$ cat config.mk
export PLATFORM = sky130hd
export DESIGN_NAME = pc_redirect_unit
export DESIGN_NICKNAME = d
export VERILOG_FILES = /design/src/rtl/pc_redirect_unit.sv
export SDC_FILE = /design/constraint.sdc
export NUM_CORES = 1
export LEC_CHECK = 0
export CAP_MARGIN = 20
export CORE_MARGIN = 2
export CORE_UTILIZATION = 56
export CTS_CLUSTER_SIZE = 14
export DETAILED_ROUTE_END_ITERATION = 10
export PLACE_DENSITY = 0.93
export SETUP_SLACK_MARGIN = 0.3
export SYNTH_ARGS = -nofsm -noshare
export SYNTH_HDL_FRONTEND = slang
export SYNTH_SLANG_ARGS = --single-unit
$ cat constraint.sdc
create_clock -name clk -period 7.1 [get_ports clk]
set_input_delay 1.775 -clock clk [delete_from_list [all_inputs] [get_ports clk]]
set_output_delay 1.775 -clock clk [all_outputs]
set_load 0.01 [all_outputs]
$ cat src/rtl/pc_redirect_unit.sv
// pc_redirect_unit: registered program counter with sequential advance and
// jump / branch / register-jump / exception redirects, driven out through a
// valid/ready fetch handshake. One non-exception redirect can be held
// pending while the fetch port is stalled or not ready.
//
// Optional build macro DELAY_SLOT_EN: when defined, non-exception redirects
// take effect one accepted fetch late (the delay slot is fetched) and do
// not raise flush. Exceptions behave the same in both builds.
module pc_redirect_unit #(
  parameter int unsigned        ADDR_W   = 32,
  parameter int unsigned        IDX_W    = 26,
  parameter int unsigned        ALIGN    = 2,
  parameter int unsigned        OFF_W    = 16,
  parameter logic [ADDR_W-1:0]  RESET_PC = 32'h0000_0000,
  parameter logic [ADDR_W-1:0]  EXC_VEC  = 32'h0000_0080
) (
  input  logic              clk,
  input  logic              rst_n,
  input  logic              fetch_ready,
  input  logic              stall,
  input  logic [ADDR_W-1:0] ctl_pc,
  input  logic              jump_en,
  input  logic [IDX_W-1:0]  jump_index,
  input  logic              branch_en,
  input  logic [OFF_W-1:0]  branch_off,
  input  logic              jr_en,
  input  logic [ADDR_W-1:0] jr_addr,
  input  logic              exc_en,
  output logic [ADDR_W-1:0] pc_out,
  output logic              pc_valid,
  output logic              flush,
  output logic              addr_err
);

  // Sequential step, low alignment bits, and the PC bits kept by a J-type jump.
  localparam logic [ADDR_W-1:0] STEP       = ADDR_W'(1) << ALIGN;
  localparam logic [ADDR_W-1:0] ALIGN_MASK = STEP - ADDR_W'(1);
  localparam logic [ADDR_W-1:0] HI_MASK    = ~((ADDR_W'(1) << (IDX_W + ALIGN)) - ADDR_W'(1));

  // Architectural state
  logic [ADDR_W-1:0] pc_q, pc_d;
  logic              valid_q, valid_d;
  logic              flush_q, flush_d;
  logic              addr_err_q, addr_err_d;
  logic              pend_q, pend_d;
  logic [ADDR_W-1:0] pend_tgt_q, pend_tgt_d;
`ifdef DELAY_SLOT_EN
  logic              pend_wait_q, pend_wait_d;
`endif

  // Combinational request decode
  logic              accept_s;
  logic [ADDR_W-1:0] seq_s;
  logic [ADDR_W-1:0] ctl4_s;
  logic [ADDR_W-1:0] boff_ext_s;
  logic [ADDR_W-1:0] jump_tgt_s;
  logic [ADDR_W-1:0] branch_tgt_s;
  logic              jr_mis_s;
  logic              exc_s;
  logic              redir_s;
  logic [ADDR_W-1:0] redir_tgt_s;

  assign pc_out   = pc_q;
  assign pc_valid = valid_q;
  assign flush    = flush_q;
  assign addr_err = addr_err_q;

  // Target arithmetic and priority selection of the winning redirect.
  always_comb begin
    accept_s     = valid_q & fetch_ready & ~stall;
    seq_s        = pc_q + STEP;
    ctl4_s       = ctl_pc + STEP;
    boff_ext_s   = {{(ADDR_W-OFF_W){branch_off[OFF_W-1]}}, branch_off};
    jump_tgt_s   = (ctl4_s & HI_MASK) | (ADDR_W'(jump_index) << ALIGN);
    branch_tgt_s = ctl4_s + (boff_ext_s << ALIGN);
    // A misaligned jr only matters when jr is the winning request.
    jr_mis_s     = ~exc_en & jr_en & ((jr_addr & ALIGN_MASK) != {ADDR_W{1'b0}});
    exc_s        = exc_en | jr_mis_s;
    redir_s      = 1'b0;
    redir_tgt_s  = {ADDR_W{1'b0}};
    if (jr_en) begin
      redir_s     = 1'b1;
      redir_tgt_s = jr_addr;
    end else if (jump_en) begin
      redir_s     = 1'b1;
      redir_tgt_s = jump_tgt_s;
    end else if (branch_en) begin
      redir_s     = 1'b1;
      redir_tgt_s = branch_tgt_s;
    end else begin
      redir_s     = 1'b0;
      redir_tgt_s = {ADDR_W{1'b0}};
    end
  end

  // Next-state: exception first, then pending, then a fresh redirect, then sequential.
  always_comb begin
    pc_d        = pc_q;
    valid_d     = 1'b1;
    flush_d     = 1'b0;
    addr_err_d  = 1'b0;
    pend_d      = pend_q;
    pend_tgt_d  = pend_tgt_q;
`ifdef DELAY_SLOT_EN
    pend_wait_d = pend_wait_q;
`endif
    if (exc_s) begin
      // Exceptions bypass the handshake and wipe any held redirect.
      pc_d        = EXC_VEC;
      flush_d     = 1'b1;
      addr_err_d  = jr_mis_s;
      pend_d      = 1'b0;
`ifdef DELAY_SLOT_EN
      pend_wait_d = 1'b0;
`endif
    end else if (pend_q) begin
      // New non-exception redirects are wrong-path while one is held.
      if (accept_s) begin
`ifdef DELAY_SLOT_EN
        if (pend_wait_q) begin
          pc_d        = seq_s;
          pend_wait_d = 1'b0;
        end else begin
          pc_d   = pend_tgt_q;
          pend_d = 1'b0;
        end
`else
        pc_d    = pend_tgt_q;
        pend_d  = 1'b0;
        flush_d = 1'b1;
`endif
      end else begin
        pc_d = pc_q;
      end
    end else if (redir_s) begin
`ifdef DELAY_SLOT_EN
      // Always park the target; the delay slot must be fetched first.
      pend_d     = 1'b1;
      pend_tgt_d = redir_tgt_s;
      if (accept_s) begin
        pc_d        = seq_s;
        pend_wait_d = 1'b0;
      end else begin
        pend_wait_d = 1'b1;
      end
`else
      if (accept_s) begin
        pc_d    = redir_tgt_s;
        flush_d = 1'b1;
      end else begin
        pend_d     = 1'b1;
        pend_tgt_d = redir_tgt_s;
      end
`endif
    end else if (accept_s) begin
      pc_d = seq_s;
    end else begin
      pc_d = pc_q;
    end
  end

  // State register with asynchronous active-low reset.
  always_ff @(posedge clk or negedge rst_n) begin
    if (!rst_n) begin
      pc_q        <= RESET_PC;
      valid_q     <= 1'b0;
      flush_q     <= 1'b0;
      addr_err_q  <= 1'b0;
      pend_q      <= 1'b0;
      pend_tgt_q  <= {ADDR_W{1'b0}};
`ifdef DELAY_SLOT_EN
      pend_wait_q <= 1'b0;
`endif
    end else begin
      pc_q        <= pc_d;
      valid_q     <= valid_d;
      flush_q     <= flush_d;
      addr_err_q  <= addr_err_d;
      pend_q      <= pend_d;
      pend_tgt_q  <= pend_tgt_d;
`ifdef DELAY_SLOT_EN
      pend_wait_q <= pend_wait_d;
`endif
    end
  end

endmodule

# Yosys cells after proc, flatten, opt, wreduce, memory -nomap -nowiden
# Cells that the tools add are included.
# word_totals
elab_cells	44
regBits	68
# op_classes
bitwise	11
n_reduce_logical	3
mux	21
add_sub_neg	3
# ops
op	n
$mux W32	9
$add A32 B3 Y32 const B	2
$add A32 B32 Y32	1
$or A32 B28 Y32	1
$reduce_bool A32 Y1	1
$mux W1	12
$not A1 Y1	5
$and A1 B1 Y1	4
$reduce_and A4 Y1	1
$reduce_bool A2 Y1	1
$or A1 B1 Y1	1

# Longest topological paths before layout
# depth
word_depth	9
mapped_depth	17
depth_no_buf	16

# Least setup slack after synthesis
# Ideal clock, no wire load.
# synth_timing
path_type	input-to-reg
startpoint	input ctl_pc[5]
endpoint	register pc_q[30] (netlist: pc_out[30])
setup_slack_ns	1.951
n_path_buf	1
stages	16
arrival_time_ns	5.056
cell_sequence	nand4_2 -> or3_4 -> nor4_4 -> nand2_1 -> xnor2_1 -> ha_1 -> clkbuf_1 -> a21o_1 -> a21o_1 -> a21oi_1 -> o22ai_1 -> a211oi_1 -> xnor2_1 -> a221oi_1 -> or3_1 -> a221oi_2
# synth_via
elab_chain_cells	9
# synth_rtl
element	line	text
start, declared	21	input logic [ADDR_W-1:0] ctl_pc,
$add A32 B3 Y32 *	72	ctl4_s = ctl_pc + STEP;
$add A32 B32 Y32	75	branch_tgt_s = ctl4_s + (boff_ext_s << ALIGN);
$mux W32	87	end else if (branch_en) begin
$mux W32 *	84	end else if (jump_en) begin
$mux W32 *	81	if (jr_en) begin
$mux W32 *	147	if (accept_s) begin
$mux W32 *	135	end else if (redir_s) begin
$mux W32 *	116	end else if (pend_q) begin
$mux W32 *	107	if (exc_s) begin
end signal, assigned	175	pc_q <= pc_d;
end, declared	41	logic [ADDR_W-1:0] pc_q, pc_d;
# Mark *: on every way between the ends. The rest lies on a longest branch, timed or not. The select of a mux whose other input is x is not followed.
# A chain may end at the register's enable or synchronous reset.

# Worst setup path after layout
# layout_timing
startpoint	input ctl_pc[4]
endpoint	register pc_q[25] (netlist: pc_out[25])
# layout_via
elab_chain_cells	9
# layout_rtl
element	line
$add A32 B3 Y32	72
$add A32 B32 Y32	75
$mux W32	87
$mux W32	84
$mux W32	81
$mux W32	147
$mux W32	135
$mux W32	116
$mux W32	107
# No other way between the ends. The select of a mux whose other input is x is not followed.

==> flow_summary.json <==
{
  "track_usage": 0.333,
  "cp_max_fo": 7,
  "setup_viol": 0,
  "tightest_slew_ps": 926,
  "met2_usage": 0.547,
  "drc": 0,
  "ctsResizeCount": 0,
  "rsz0062_at_grt": "false",
  "route.vias.total": 7005,
  "max_freq_mhz": 169,
  "numPortBuffers": 148,
  "die_area_um2": 12300,
  "syn_area_per_cell_um2": 8.00,
  "synth_edf_count": 0,
  "leakage_nw": 3.43,
  "clkTransAtPathRegs_ps": 50,
  "hold_slack_ps": 479,
  "p_int_w": 0.000932,
  "yosysTopAreaCellShare": 0.265,
  "hold_path.class": "reg -> reg",
  "fin_util": 0.734,
  "cts_made_buffers": 9,
  "start_kind": "input port",
  "cts_setup_buffers": 0,
  "grt_pass1_vias": 6715,
  "grt.met3_usage": 0.0700,
  "antenna_cells": 0,
  "min_period_ps": 5930,
  "period_share": 0.835,
  "cp_slowest_cell": "clkdlybuf4s50_1",
  "crit_chain": "clkdlybuf4s50_1 > nand4_2 > nor4_2 > and3_1 > nand3_1 > xnor2_1 > ha_1 > nand4_1 > or2_0 > a2111o_1 > and3b_1 > o31ai_1 > xor2_1 > a222oi_1 > o221ai_1 > o211a_1",
  "nets": 1086,
  "synthTopCellsByCount": "101 x nand2_1, 68 x dfrtp_1, 63 x o21ai_0, 60 x nor2_1, 53 x xnor2_1",
  "place_ws_ps": 855,
  "max-vdd-ir-drop_mv": 0.151,
  "p_clk_frac": 0.335,
  "dp_hpwl_um": 15500,
  "path_class": "in -> reg",
  "setup_ws_ps": 1170,
  "pin_count": 149,
  "maxCapViolations": 0,
  "drv_slew": 0,
  "ys_ff_latch": 68,
  "synth_area_um2": 6420,
  "syn_nets": 957,
  "holdBufCountCts": 0,
  "root_buffer": "clkbuf_16",
  "worstReg2RegEnd": "pc_out[31]",
  "drive_gt1_frac": 0.0545,
  "fp.dieH_um": 111,
  "combPwrFrac": 0.323,
  "r2r_setup_slack_ps": 4260,
  "power_density_nw_per_um2": 165,
  "worst_setup_path_end_kind": "flop",
  "timing_hold_violations_final": 0,
  "ys_top_cells_by_area": "dfrtp_1 27%, ha_1 7.8%, xnor2_1 7.2%, nand2_1 5.9%, o21ai_0 4.9%",
  "p_sw_w": 0.000437,
  "overflow": 0,
  "status": "finished clean",
  "die_width_um": 111,
  "yosysSeqAreaShare": 0.265,
  "yosysTopAreaCell": "dfrtp_1",
  "netlist_instances": 802,
  "drt_wl_total_um": 20800,
  "viasPerCell": 6.50,
  "clk_latency_ps": 340,
  "switching_share": 0.319,
  "grt_max_degree": 69,
  "finalWeightedCongestion": 0.955,
  "syn2layout_area_growth_pct": 29.5,
  "ys.flop_type": "dfrtp_1",
  "r2r_start": "pc_out[8]",
  "path_delay_family": "simple AND/OR/NAND/NOR gates",
  "path_buf_inv": 1,
  "synthArstFlopShare": 1.00,
  "cp_slowest_stage_delay_ps": 590,
  "min_to": "pend_tgt_q[15]",
  "seq_power_share": 0.342,
  "cts_tree": "built",
  "core_um2": 11300,
  "grt_pass1_wl_um": 33600,
  "row_count": 39,
  "first_iter_violations": 610,
  "antenna_found_initial": 0,
  "synth_cell_types": 71,
  "reg2reg_depth": 9,
  "initial_utilization": 0.567,
  "final_cells": 1078,
  "final_antenna_net_count": 0,
  "min_from": "pend_tgt_q[15]",
  "dpl.cell_count": 1063,
  "critPathRequiredTime_ps": 7330,
  "grt.met1_usage": 0.428,
  "cts_max_level": 3,
  "firstDrtPassIters": 5,
  "yosysWarnings": 0,
  "route.detailed.wl_per_inst_um": 19.3,
  "setup_tns_ps": 0,
  "arrival_ps": 6160,
  "hold_path_depth": 2,
  "cts.sinks": 68,
  "grt.busiest_layer": "met2",
  "yosysMostFrequentCell": "nand2_1",
  "clk_path_buf_depth": 2,
  "relSlewSlack": 0.381,
  "clock_skew_ps": 5.09
}
-- metal layers --
layer,part of all wire,up-vias
met1,0.40,3287
met5,0,-
met4,0.043,0
li1,-,3237
met3,0.093,77
met2,0.47,404
-- worst register-to-register path: stages, from the launching register on --
cell	delay (ps)
dfrtp_1	460
nand4_1	190
nor4_1	550
and4_1	440
nand4_1	310
nor3_1	420
nand2_1	110
nand2_1	80
o211ai_1	100
o311ai_2	100
-- worst max path at each step --
stage | startpoint | to | slack, ps | cells past startpoint
after detailed placement | ctl_pc[4] | pc_out[25] | 850 | 16
after global placement | ctl_pc[4] | pc_out[25] | 980 | 16
after floorplan | ctl_pc[5] | pc_out[30] | 1950 | 16
after global routing | ctl_pc[4] | pc_out[25] | 920 | 16
final | ctl_pc[4] | pc_out[25] | 1170 | 16
after CTS | ctl_pc[4] | pc_out[25] | 1220 | 16
-- power groups by stage --
| stage | clock [W] | combinational, W | sequential, W |
|---|---|---|---|
| finish | 0.000458 | 0.000443 | 0.000467 |
| CTS | 0.000461 | 0.000435 | 0.000465 |
| global route | 0.000479 | 0.000483 | 0.000471 |
| floorplan | 0 | 0.000258 | 0.000466 |
| global placement | 0 | 0.000421 | 0.000468 |
| detailed placement | 0 | 0.000430 | 0.000471 |
-- sequential cells by signal, indices dropped and copies added (netlist names) --
name	flops
pend_tgt_q	32
pc_out	32
addr_err	1
pc_valid	1
flush	1
pend_q	1
-- layout by cell type (no fill, tap or decap), types with 9 or more instances in the layout --
| cell | synthesis | routed |
|---|---|---|
| nor3_1 | 11 | 11 |
| nand3_1 | 26 | 26 |
| xnor2_1 | 53 | 53 |
| clkbuf_16 | 0 | 9 |
| o21ai_0 | 63 | 63 |
| inv_1 | 30 | 30 |
| and4_1 | 9 | 9 |
| nand2b_1 | 10 | 10 |
| ha_1 | 40 | 40 |
| dfrtp_1 | 68 | 68 |
| a22o_1 | 17 | 17 |
| and3_1 | 9 | 9 |
| clkdlybuf4s50_1 | 0 | 147 |
| a211oi_1 | 14 | 14 |
| xor2_1 | 21 | 21 |
| a21o_1 | 16 | 16 |
| nand4_1 | 23 | 23 |
| a221oi_1 | 25 | 25 |
| a21oi_1 | 52 | 52 |
| nor2_1 | 60 | 60 |
| o31ai_1 | 10 | 10 |
| nand2_1 | 101 | 101 |
| buf_4 | 0 | 11 |
-- area by class of cell --
| cell class | count | area, µm² |
|---|---|---|
| multi-input combinational | 663 | 4450 |
| fill | 870 | 3010 |
| sequential | 68 | 1700 |
| timing repair buffer | 159 | 1560 |
| clock buffer | 14 | 274 |
| tap | 143 | 179 |
| inverter | 30 | 113 |
| clock inverter | 1 | 30.0 |
-- kinds of logic (layout without fill, tap and decap cells) --
group | after synthesis | count (layout) | share of synthesized area
other | 1 | 1 | 0.000584
XOR/XNOR | 74 | 74 | 0.101
adder cells (fa/ha/maj) | 41 | 41 | 0.0811
multiplexers | 9 | 9 | 0.0150
AO/OA/AOI/OAI | 260 | 260 | 0.280
flip-flops | 68 | 68 | 0.265
AND/OR/NAND/NOR | 278 | 278 | 0.216
buffers and inverters | 71 | 204 | 0.0419
-- stage by stage --
stage / total power, W / area, µm²
after floorplan: 0.000724 / 6420
after global placement: 0.000889 / 8010
after detailed placement: 0.000901 / 8010
after CTS: 0.00136 / 8310
after global routing: 0.00143 / 8310
final: 0.00137 / 8310
No activity file was read; power rests on OpenSTA's default activity.
